**config.mk**
```make
export PLATFORM = sky130hd
export DESIGN_NAME = iccm_boot_loader
export DESIGN_NICKNAME = d
export VERILOG_FILES = /design/src/rtl/iccm_boot_loader.sv
export SDC_FILE = /design/constraint.sdc
export NUM_CORES = 1
export LEC_CHECK = 0
export ABC_AREA = 1
export CORE_ASPECT_RATIO = 0.9
export CORE_MARGIN = 3
export CORE_UTILIZATION = 49
export CTS_CLUSTER_DIAMETER = 200
export CTS_CLUSTER_SIZE = 40
export DETAILED_ROUTE_END_ITERATION = 6
export GPL_TIMING_DRIVEN = 0
export PLACE_DENSITY_LB_ADDON = 0.2
export SYNTH_ARGS = -nofsm -noshare
export SYNTH_HDL_FRONTEND = slang
export SYNTH_SLANG_ARGS = --single-unit
```
**constraint.sdc**
```tcl
create_clock -name clock -period 3.4 [get_ports clock]
set_input_delay 0.68 -clock clock [delete_from_list [all_inputs] [get_ports clock]]
set_output_delay 0.68 -clock clock [all_outputs]
set_load 0.02 [all_outputs]
```
**src/rtl/iccm_boot_loader.sv**
```systemverilog
// rtl/iccm_boot_loader.sv - UART byte stream to ICCM word loader; holds core reset until end marker.
// Optional checksum word after the marker when ICCM_BOOT_CHECKSUM_EN is defined.
module iccm_boot_loader #(
   parameter int          AddrW         = 12,
   parameter logic [31:0] EndMarker     = 32'h0000_0FFF,
   parameter int          TimeoutCycles = 100000
) (
   input  logic             clock,
   input  logic             reset,
   input  logic             rx_dv_i,
   input  logic [7:0]       rx_byte_i,
   output logic             we_o,
   output logic [AddrW-1:0] addr_o,
   output logic [31:0]      wdata_o,
   output logic             sys_rst_no,
   output logic             done_o,
   output logic             err_o,
   output logic             frame_err_o,
   output logic [AddrW:0]   word_cnt_o
);

   localparam int TW = $clog2(TimeoutCycles + 1);
   localparam logic [AddrW:0] FULL_CNT = {1'b1, {AddrW{1'b0}}};

   typedef enum logic [2:0] {
      S_LOAD,
      S_WRITE,
`ifdef ICCM_BOOT_CHECKSUM_EN
      S_CSUM,
`endif
      S_DONE,
      S_ERR
   } state_t;

   state_t           r_state;
   state_t           w_next;
   logic [1:0]       r_byte_cnt;
   logic [23:0]      r_asm;
   logic [31:0]      r_wdata;
   logic [AddrW-1:0] r_addr;
   logic [AddrW:0]   r_word_cnt;
   logic [TW-1:0]    r_tmo;
   logic             r_frame_err;
   logic             w_accept;
   logic             w_last;
   logic             w_assembling;
   logic [31:0]      w_word;
`ifdef ICCM_BOOT_CHECKSUM_EN
   logic [31:0]      r_sum;
`endif

   // A byte landing during WRITE is byte 0 of the next word, so WRITE also accepts.
   assign w_accept = rx_dv_i && (r_state == S_LOAD || r_state == S_WRITE
`ifdef ICCM_BOOT_CHECKSUM_EN
                                 || r_state == S_CSUM
`endif
                                 );
   assign w_last = w_accept && (r_byte_cnt == 2'd3);
   assign w_word = {rx_byte_i, r_asm};
`ifdef ICCM_BOOT_CHECKSUM_EN
   assign w_assembling = (r_state == S_LOAD || r_state == S_CSUM) && (r_byte_cnt != 2'd0);
`else
   assign w_assembling = (r_state == S_LOAD) && (r_byte_cnt != 2'd0);
`endif

   always_comb begin
      w_next = r_state;
      case (r_state)
         S_LOAD: begin
            if (w_last) begin
               if (w_word == EndMarker) begin
`ifdef ICCM_BOOT_CHECKSUM_EN
                  w_next = S_CSUM;
`else
                  w_next = S_DONE;
`endif
               end else if (r_word_cnt == FULL_CNT) begin
                  w_next = S_ERR;
               end else begin
                  w_next = S_WRITE;
               end
            end
         end
         S_WRITE: w_next = S_LOAD;
`ifdef ICCM_BOOT_CHECKSUM_EN
         S_CSUM: begin
            if (w_last) w_next = (w_word == r_sum) ? S_DONE : S_ERR;
         end
`endif
         default: w_next = r_state;
      endcase
   end

   always_ff @(posedge clock or posedge reset) begin
      if (reset) begin
         r_state     <= S_LOAD;
         r_byte_cnt  <= 2'd0;
         r_asm       <= 24'd0;
         r_wdata     <= 32'd0;
         r_addr      <= '0;
         r_word_cnt  <= '0;
         r_tmo       <= '0;
         r_frame_err <= 1'b0;
`ifdef ICCM_BOOT_CHECKSUM_EN
         r_sum       <= 32'd0;
`endif
      end else begin
         r_state <= w_next;
         if (w_accept) begin
            case (r_byte_cnt)
               2'd0:    r_asm[7:0]   <= rx_byte_i;
               2'd1:    r_asm[15:8]  <= rx_byte_i;
               2'd2:    r_asm[23:16] <= rx_byte_i;
               default: r_asm        <= r_asm;
            endcase
            r_byte_cnt <= r_byte_cnt + 2'd1;
            r_tmo      <= '0;
         end else if (w_assembling) begin
            // Stalled partial word: discard it and resync on the next byte.
            if (r_tmo == TW'(TimeoutCycles - 1)) begin
               r_byte_cnt  <= 2'd0;
               r_tmo       <= '0;
               r_frame_err <= 1'b1;
            end else begin
               r_tmo <= r_tmo + TW'(1);
            end
         end
         if (w_next == S_WRITE && r_state == S_LOAD) r_wdata <= w_word;
         if (r_state == S_WRITE) begin
            r_addr     <= r_addr + AddrW'(1);
            r_word_cnt <= r_word_cnt + (AddrW+1)'(1);
`ifdef ICCM_BOOT_CHECKSUM_EN
            r_sum      <= r_sum + r_wdata;
`endif
         end
      end
   end

   assign we_o        = (r_state == S_WRITE);
   assign addr_o      = r_addr;
   assign wdata_o     = r_wdata;
   assign done_o      = (r_state == S_DONE);
   assign err_o       = (r_state == S_ERR);
   assign sys_rst_no  = (r_state == S_DONE);
   assign frame_err_o = r_frame_err;
   assign word_cnt_o  = r_word_cnt;

endmodule

```
==> out/results.ini <==
[worst_setup_path]
required_ns=2.72
crit_family=buffers and inverters
cp.buffers_inverters=2
crit_fanout=4
cp_slowest_stage_delay_ns=0.59
crit_path_end_kind=primary output
crit_chain=nor3_1, buf_4, clkdlybuf4s50_1
slowest_stage=clkdlybuf4s50_1
arrival_ns=1.86
r2r-start=word_cnt_o[0]$_DFFE_PP0P_
crit_type=reg -> out
crit_start=r_state[0]$_DFF_PP0_
critPathLaunchType=flop

[clocking]
cts.clk_slew.worst_paths_ns=0.07
cts_buffers=9
clock_sinks=104
h-tree-depth=3
clk_path_buf_depth=2
cts_tree=built
cts_setup_buffers=0
clkLatencyLatePin_ns=0.35
cts_root_buf=clkbuf_16
ctsHoldBuffers=0
cts-resized-gates=0

[sta]
rsz0062_at_grt=false
layout_setup_ws_ns=0.858
clock_skew_ns=0.00896
post-route-period-util_pct=74.8
slew_violations=0
setup_viol=0
fmax_mhz=393
hold_viol_final=0
fin_tns_setup_ns=0
worst_slew_margin_rel_pct=61.4
min_period_ns=2.54
tightest_slew_ns=0.578

[route]
dr.pass1.iters=4
met1Wirelength_microns=5040
wl_met3_microns=551
top_layer_used=met4
vias=4117
post-route-drc-count=0
drt-initial-drc-count=223
avgViaCountPerCell=5.14
wirelength_microns=11200
ant_nets=0
wire_per_inst_microns=14.0
wl_met2_microns=5430

[outcome]
outcome=completed

[global_route]
grt_max_degree=45
grt-ovfl-total=0
antenna_found_initial=0
grtUsageTotal_pct=21.3
first_global_vias=4178
grt_first_pass_wirelength_microns=19600

[placement]
dp_hpwl_microns=8420
pre_cts_ws_ns=1.01
gp_congestion=0.910
portBuffers=72

[power]
peakVddDrop_v=0.000298
power.static_leakage_nw=3.03
powerDensity_nw_per_um2=382

[final_layout]
diodes=0
drive_gt1_share_pct=9.48
syn_to_final_growth_pct=24.8
fin_nets=689
fillers=877
final_util_pct=63.4

[floorplan]
die-area_sq_um=11400
start_util_pct=50.8
core.rowCount=34
io_pins=73
die_h_microns=102
die-width_microns=112
coreArea_sq_um=9780

[synth]
synth_nets=604
synthesis.area_sq_um=4970
yosys-top-cells-area=dfrtp_1 52%, nand2_1 13%, nand4_1 6.8%, inv_1 4.5%, nor2_1 3.5%
yosysWarnings=0
synth.ff_latch_count=104
synth-main-ff-cell=dfrtp_1
ys_seq_area_share_pct=52.3
synth_commonest_cells=170 x nand2_1, 104 x dfrtp_1, 60 x inv_1
synth_edf_count=0
synth.distinct_cells=29
syn_avg_cell_area_sq_um=8.50
synth_area_leader_cell=dfrtp_1
synth.most_common_cell=nand2_1
ys_async_sr_fraction_pct=100
synthCells=585
synth_top_area_share_pct=52.3

[min_path]
hold_path.class=reg -> reg
min_from=wdata_o[11]$_DFFE_PP0P_

[job]
cap_viol_max_count=0

[final timing paths]
check	end	slack (ns)	cells after the start
min in group asynchronous	addr_o[2]$_DFFE_PP0P_	0.74	2
min	wdata_o[11]$_DFFE_PP0P_	0.47	2
max in group asynchronous	r_asm[12]$_DFFE_PP0P_	1.82	4
max	sys_rst_no	0.86	3
max reg2reg	wdata_o[4]$_DFFE_PP0P_	1.71	9
min reg2reg	wdata_o[11]$_DFFE_PP0P_	0.47	2
[cell families (layout without fill, tap and decap cells)]
group           count (synthesis)  in the layout  synth area share, %
fa+ha+maj                       8              8                 2.01
buf+inv                        83            173                 7.05
xor+xnor                       23             23                 4.05
flops                         104            104                 52.3
compound gates                 42             42                 4.38
simple gates                  325            325                 30.2
[cell usage in the layout, fill, tap and decap left out, drive strengths merged]
| cell | synthesis | routed |
|---|---|---|
| nor3 | 9 | 9 |
| nor2 | 58 | 58 |
| bufinv | 0 | 1 |
| nand2 | 182 | 182 |
| nand4 | 54 | 54 |
| clkinvlp | 0 | 2 |
| a21oi | 4 | 4 |
| clkdlybuf4s50 | 0 | 72 |
| xor2 | 20 | 20 |
| buf | 16 | 18 |
| clkbuf | 4 | 14 |
| nand3 | 21 | 21 |
| a21o | 1 | 1 |
| dfrtp | 104 | 104 |
| or2 | 1 | 1 |
| o31ai | 1 | 1 |
| ha | 8 | 8 |
| o21ai | 35 | 35 |
| inv | 63 | 66 |
| xnor2 | 3 | 3 |
| o21bai | 1 | 1 |
[power by group]
part / internal (W) / leakage [nW] / switching (W) / total (W)
clock: 0.000602 / 0.151 / 0.000480 / 0.00108
combinational: 0.0000165 / 1.44 / 0.0000355 / 0.0000520
sequential: 0.00124 / 1.44 / 0 / 0.00124
total: 0.00185 / 3.03 / 0.000515 / 0.00237
[sequential cells by signal, summed over array words and instances (netlist names)]
register,count
wdata_o,32
r_asm,24
r_tmo,17
word_cnt_o,13
addr_o,12
r_state,3
r_byte_cnt,2
frame_err_o,1
[metrics by stage]
stage,instance area [sq um],hold WS (ns),total power [W],std cells
3_3_place_gp,5850,0.453,0.00131,783
5_1_grt,6210,0.493,0.00245,801
3_5_place_dp,5890,0.459,0.00131,785
6_report,6210,0.471,0.00237,801
4_1_cts,6210,0.476,0.00240,801
2_1_floorplan,4980,0.475,0.00128,585
[tightest hold or removal path, cell delays in order, from the launching register on]
cell and delay [ns]:
dfrtp_1 0.34, nand2_1 0.05, nand2_1 0.04
[per-layer routing]
| layer | track usage [%] | vias to the layer above |
|---|---|---|
| met5 | 0 | - |
| met4 | 7.12 | 0 |
| met3 | 4.96 | 16 |
| met2 | 36.2 | 97 |
| met1 | 27.2 | 1949 |
| li1 | - | 2055 |
[layout make-up]
class                      count  area, sq um  area share (%)
tap                          126          158            2.54
buffer                        20          111            1.79
clock inverter                 6         72.6            1.17
inverter                      63          243            3.91
clock buffer                  10          239            3.85
multi-input combinational    398         2020            32.5
timing repair buffer          74          761            12.3
sequential                   104         2600            41.9
Power figures use the tool's default switching activity.
